==> config.mk <==
export PLATFORM = sky130hd
export DESIGN_NAME = fetch_ctrl
export DESIGN_NICKNAME = d
export VERILOG_FILES = /design/src/rtl/fetch_ctrl.sv
export SDC_FILE = /design/constraint.sdc
export NUM_CORES = 1
export LEC_CHECK = 0
export ABC_AREA = 1
export CAP_MARGIN = 30
export CORE_MARGIN = 2
export CORE_UTILIZATION = 45
export CTS_CLUSTER_DIAMETER = 40
export DETAILED_ROUTE_END_ITERATION = 10
export MAX_ROUTING_LAYER = met4
export PLACE_DENSITY = 0.81
export SLEW_MARGIN = 0
export SYNTH_ARGS = -nofsm -noshare
export SYNTH_HDL_FRONTEND = slang
export SYNTH_SLANG_ARGS = --single-unit
==> constraint.sdc <==
create_clock -name clk -period 5.4 [get_ports clk]
set_input_delay 0.54 -clock clk [delete_from_list [all_inputs] [get_ports clk]]
set_output_delay 0.54 -clock clk [all_outputs]
set_load 0.02 [all_outputs]
==> src/rtl/fetch_ctrl.sv <==
// fetch_ctrl: instruction-fetch sequencer for a zero-latency asynchronous ROM.
// Owns the program counter and drives rom_addr with it every cycle.
// Buffers {pc, instr} pairs in a small FIFO and hands them to decode over a
// valid/ready handshake.
// Redirects flush the buffer and restart fetch at the new target.
// Optional build macro FETCH_PERF_EN adds three saturating 32-bit counters:
// perf_fetched, perf_stall and perf_flushed.

module fetch_ctrl #(
    parameter int               WIDTH    = 32,
    parameter logic [WIDTH-1:0] RESET_PC = '0,
    parameter int               DEPTH    = 2
) (
    input  logic             clk,
    input  logic             rst,
    output logic [WIDTH-1:0] rom_addr,
    input  logic [WIDTH-1:0] rom_data,
    input  logic             redirect_valid,
    input  logic [WIDTH-1:0] redirect_pc,
    output logic             out_valid,
    output logic [WIDTH-1:0] out_instr,
    output logic [WIDTH-1:0] out_pc,
    input  logic             out_ready,
    output logic             misalign_err
`ifdef FETCH_PERF_EN
    ,
    output logic [31:0]      perf_fetched,
    output logic [31:0]      perf_stall,
    output logic [31:0]      perf_flushed
`endif
);

    localparam int             AW         = (DEPTH > 1) ? $clog2(DEPTH) : 1;
    localparam logic [AW:0]    FULL_COUNT = (AW+1)'(DEPTH);

    logic [WIDTH-1:0] pc;
    logic [AW-1:0]    head;
    logic [AW-1:0]    tail;
    logic [AW:0]      count;
    logic [WIDTH-1:0] pc_mem    [DEPTH];
    logic [WIDTH-1:0] instr_mem [DEPTH];

    logic full;
    logic pop;
    logic push;

    assign full      = (count == FULL_COUNT);
    assign out_valid = (count != '0);
    assign pop       = out_valid && out_ready;
    // A pop frees the head slot in the same cycle, so a full buffer can still accept a push.
    assign push      = !redirect_valid && (!full || pop);

    assign rom_addr  = pc;

    // Head entry is presented straight from buffer storage; zeros when empty.
    assign out_pc    = out_valid ? pc_mem[head]    : '0;
    assign out_instr = out_valid ? instr_mem[head] : '0;

    // Program counter: redirect target (word aligned) wins, else advance on push.
    always_ff @(posedge clk or posedge rst) begin
        if (rst) begin
            pc <= RESET_PC;
        end else if (redirect_valid) begin
            pc <= {redirect_pc[WIDTH-1:2], 2'b00};
        end else if (push) begin
            pc <= pc + WIDTH'(4);
        end
    end

    // Buffer pointers and occupancy; a redirect discards everything buffered.
    always_ff @(posedge clk or posedge rst) begin
        if (rst) begin
            head  <= '0;
            tail  <= '0;
            count <= '0;
        end else if (redirect_valid) begin
            head  <= '0;
            tail  <= '0;
            count <= '0;
        end else begin
            if (pop) begin
                head <= head + AW'(1);
            end
            if (push) begin
                tail <= tail + AW'(1);
            end
            case ({push, pop})
                2'b10:   count <= count + (AW+1)'(1);
                2'b01:   count <= count - (AW+1)'(1);
                default: count <= count;
            endcase
        end
    end

    // Fetch storage: capture {pc, rom_data} at the tail on every push.
    // NOTE: storage has no reset; count gates every read, so stale contents are never visible.
    always_ff @(posedge clk) begin
        if (push) begin
            pc_mem[tail]    <= pc;
            instr_mem[tail] <= rom_data;
        end
    end

    // Sticky flag for a redirect target that was not word aligned.
    always_ff @(posedge clk or posedge rst) begin
        if (rst) begin
            misalign_err <= 1'b0;
        end else if (redirect_valid && (redirect_pc[1:0] != 2'b00)) begin
            misalign_err <= 1'b1;
        end
    end

`ifdef FETCH_PERF_EN
    logic [32:0] flushed_sum;

    assign flushed_sum = {1'b0, perf_flushed} + 33'(count);

    // Saturating performance counters: pushes, full-and-stalled cycles, flushed entries.
    always_ff @(posedge clk or posedge rst) begin
        if (rst) begin
            perf_fetched <= '0;
            perf_stall   <= '0;
            perf_flushed <= '0;
        end else begin
            if (push && (perf_fetched != 32'hFFFF_FFFF)) begin
                perf_fetched <= perf_fetched + 32'd1;
            end
            if (full && !pop && (perf_stall != 32'hFFFF_FFFF)) begin
                perf_stall <= perf_stall + 32'd1;
            end
            if (redirect_valid) begin
                perf_flushed <= flushed_sum[32] ? 32'hFFFF_FFFF : flushed_sum[31:0];
            end
        end
    end
`endif

endmodule

== After elaboration in Yosys (flattened, before gate mapping) ==
Memories as Yosys holds them, arrays and structs flattened.
Cells that the tools add are included.
Storage, ports and cells
  bits in read-only memories: 0
  latch bits: 0
  memories kept: 2
  input port bits: 68
  bits in writable memories: 128
  output and inout bits: 98
  register bits after elaboration: 37
Memory list
  instr_mem: depth 2, width 32, read ports 1, clocked after Yosys merged registers in 0, write ports 1, line 41  | logic [WIDTH-1:0] instr_mem [DEPTH];
  pc_mem: depth 2, width 32, read ports 1, clocked after Yosys merged registers in 0, write ports 1, line 40  | logic [WIDTH-1:0] pc_mem [DEPTH];
Operators by class
  multipliers: 0
  reduce and logical (&&, ||, !) cells: 11
  magnitude comparators: 0
  shifts and indexed selects: 0
  $add $sub $neg: 5
  bitwise gates (word level): 0
  div/mod/pow operators: 0
  multiplexer cells: 12
  eq/ne operators: 3
Operators by type and width (number)
  $mux W32: 4
  $add A32 B3 Y32 const B: 1
  $reduce_bool A2 Y1: 4
  $mux W1: 6
  $eq A2 B2 Y1 const B: 2
  $pmux W2 S2: 1
  $logic_and A1 B1 Y1: 3
  $reduce_bool A3 Y1: 1
  $add A1 B1 Y1 const B: 2
  $add A2 B1 Y2 const B: 1
  $eq A2 B1 Y1 const B: 1
  $logic_not A1 Y1: 2
  $mux W2: 1
  $sub A2 B1 Y2 const B: 1
  $logic_or A1 B1 Y1: 1

== Depth between registers and ports, before layout ==
  word-level depth: 7
  depth in mapped cells: 10
  depth with buffers taken out: 10

== Worst setup path before layout ==
OpenSTA, ideal clock, no wires.
  path kind: input-to-reg
  from: in out_ready
  to: mem instr_mem[0][0] (enable)
  stages on the path: 4
  path slack: 1.456 ns
  data arrival time: 3.461 ns
  cells stage by stage: inv_1 nand2_4 nand2_2 nor2_1
Between the ends
  word-level cells in the longest chain between the ends: 5
Ends and longest elaborated chain
  start, declared: line 23  | input logic out_ready,
  $logic_and A1 B1 Y1: line 49  | assign pop = out_valid && out_ready;
  $logic_or A1 B1 Y1: line 51  | assign push = !redirect_valid && (!full || pop);
  $logic_and A1 B1 Y1: line 51
  $mux W1: line 98  | if (push) begin
  $mux W1 (implied by the code): line 100  | instr_mem[tail] <= rom_data;
  end, declared: line 41
No other way between the ends.

== Worst setup path after layout ==
  from: reg count[0]
  to: out out_pc[22]
Between the ends
  word-level cells in the longest chain between the ends: 2
Ends and longest elaborated chain
  start, declared: line 39  | logic [AW:0] count;
  start signal, assigned: line 88  | 2'b10: count <= count + (AW+1)'(1);
  start signal, assigned: line 89  | 2'b01: count <= count - (AW+1)'(1);
  start signal, assigned: line 90  | default: count <= count;
  $reduce_bool A2 Y1: line 48  | assign out_valid = (count != '0);
  $mux W32: line 56  | assign out_pc = out_valid ? pc_mem[head] : '0;
  end, declared: line 22  | output logic [WIDTH-1:0] out_pc,
No other way between the ends.

==> results.md <==
* CP max FO at 48
* CTS max path bufs at 2
* Worst-path cell chain: nor2_4 -> buf_4 -> a21oi_1 -> clkdlybuf4s50_1
* Final setup TNS at 0 ns
* Fin crit period at 3.041 ns
* Gr ovfl total at 0
* Worst path slowest cell: clkdlybuf4s50_1
* CTS tree: done
* Cell taking the most area after synthesis: edfxtp_1
* First-pass GRT wire length at 27570 um
* Status: complete, no violations
* Core Area at 15310 um2
* Slew Limit Fails at 0
* Gr usage total at 0.2236
* Mapped Cells at 720
* Worst slew pin tran at 0.8649 ns
* WL final at 17630 um
* Largest net degree at the start of global routing at 64
* HPWL after DPL at 11870 um
* Crit start category: flip-flop
* Post-route ant nets at 0
* Mapped cell area at 7096 um2
* Mapped Avg Cell Area at 9.855 um2
* Hold Crit Depth at 1
* P_leak at 3.658 nW
* Tot Pwr at 3.225 mW
* CP bufs+invs at 2
* Starting Density at 0.4633
* DRT iter0 DRCs at 505
* Fin. Hold Viols at 0
* Vias in the first global route at 5552
* Initial antenna violation count at 0
* CTS root buf: clkbuf_16
* Residual DRC at 0
* VDD IR max at 0.0002422 V
* IO Pins at 166
* CTS Hold Bufs at 0
* Drt via density at 5.117
* # setup viols final at 0
* Wire per inst at 15.94 um
* Clock transition at path regs at 0.06 ns
* Initial DRT Pass Iterations at 5
* Worst path depth at 4
* Fin util at 0.6203
* Fin crit share at 0.5632
* Slowest stage delay, CP at 0.58 ns
* Unrepaired setup endpoints after global routing: no
* Max-slew headroom at 0.4220
* CTS Sinks at 159
* Register area share after synthesis at 0.6482
* Worst endpoint required time at 4.86 ns
* Kind of critical path: reg -> out
* Top delay family on crit path: buffers and inverters
* Placement Setup Slack at 2.101 ns
* Via count at 5659
* Post-CTS sizing at 0
* Warning count from the yosys run at 0
* Count of cell types in the netlist at 32
* Die Y at 129.6 um
* Antenna Diode Count at 0
* Post-layout nets at 951
* Seq cells post-synth at 159
* Pwr dens at 339.5 nW/um2
* Site Rows at 45
* Final setup margin at 2.359 ns
* Synth top area share at 0.5248
* Total CTS buffers at 17
* Post-CTS Setup Inserts at 0
* F_max at 0.3288 GHz
* Die footprint at 16790 um2
* Synth-to-Final Area Change at 33.89%
* Number of port buffers at 161
* Clk_skew at 0.01070 ns
* Reg2Reg Depth at 6
* Ranking of synthesized cells by area: edfxtp_1, nand2_1, dfrtp_1
* Clk Latency, worst-skew pair at 0.42 ns
* RD Place Congestion at 0.8959
* Worst Path Arrival at 2.50 ns
* Max-cap violation count at 0
* Crit. End Element: output pin
* HP Class: reg -> reg
* Die X-Extent at 129.6 um
* Share of layout cells above drive strength 1 at 0.07598
* H-tree Lvls at 4
cells in the mapped netlist (all sizes together):
library cell and instances:
ha 1, o21ai 12, clkbuf 18, nand2 257, a21oi 67, edfxtp 124
nand4 5, a31oi 1, dfrtp 35, nor3 2, nor2 85, conb 1
xor2 4, nand3 40, a22oi 2, nor3b 1, buf 12, inv 42
xnor2 2, o211ai 6, o21bai 3
stage by stage:
| stage | cell area (um2) | hold slack [ns] | cells |
|---|---|---|---|
| 2_1_floorplan | 7107 | 0.5212 | 723 |
| 3_3_place_gp | 8927 | 0.4608 | 1073 |
| 3_5_place_dp | 8947 | 0.4695 | 1074 |
| 4_1_cts | 9500 | 0.4873 | 1106 |
| 5_1_grt | 9500 | 0.4997 | 1106 |
| 6_report | 9500 | 0.4824 | 1106 |
worst paths after layout:
check                           slack [ns]       endpoint          from
worst max-delay path                  2.36     out_pc[22]      count[0]
worst min-delay path                  0.48   misalign_err  misalign_err
worst max register to register        3.04  pc_mem[0][29]      count[1]
worst min register to register        0.48   misalign_err  misalign_err
max in group asynchronous             4.52           head           rst
min in group asynchronous             0.51   misalign_err           rst
cells by family (layout without fill, tap and decap cells):
group / after synthesis / count (layout) / share of synthesized area
fa+ha+maj: 1 / 1 / 0.001763
simple gates: 390 / 390 / 0.2314
xor+xnor: 6 / 6 / 0.007406
other cells: 1 / 4 / 0.0005285
compound gates: 91 / 91 / 0.06824
flops: 159 / 159 / 0.6482
buf+inv: 72 / 244 / 0.04250
flip-flops by register name, indices dropped and copies added, names as in the netlist:
register,count
count,2
head,1
pc_mem,60
instr_mem,64
tail,1
misalign_err,1
rom_addr,30
final cells by class:
type	instances	area, um2
Inverter	42	162.7
Fill cell	1273	5814
Multi-Input combinational cell	492	2228
Clock inverter	13	120.1
Tap cell	211	264.0
Sequential cell	159	4601
Clock buffer	19	432.9
Timing Repair Buffer	170	1692
cell usage in the layout (no fill, tap or decap), drive strengths merged:
cell type | Yosys | final
a21oi | 67 | 67
a22oi | 2 | 2
a31oi | 1 | 1
buf | 12 | 9
bufinv | 0 | 2
clkbuf | 18 | 19
clkdlybuf4s50 | 0 | 161
clkinv | 0 | 9
clkinvlp | 0 | 1
conb | 1 | 4
dfrtp | 35 | 35
edfxtp | 124 | 124
ha | 1 | 1
inv | 42 | 43
nand2 | 257 | 257
nand3 | 40 | 40
nand4 | 5 | 5
nor2 | 85 | 85
nor3 | 2 | 2
nor3b | 1 | 1
o211ai | 6 | 6
o21ai | 12 | 12
o21bai | 3 | 3
xnor2 | 2 | 2
xor2 | 4 | 4
where the power goes:
group / switching (mW) / internal [mW]
clock: 0.459 / 0.671
combinational: 0.343 / 0.249
sequential: 0.0737 / 1.43
total: 0.875 / 2.35
routing by layer:
metal / up-vias / share of wire / global-route usage
met3: 21 / 0.065 / 0.04748
met4: 0 / 0.015 / 0.08286
met1: 2691 / 0.42 / 0.2714
met2: 228 / 0.50 / 0.3699
met5: - / 0 / -
li1: 2719 / - / -
Power figures use the tool's default switching activity.
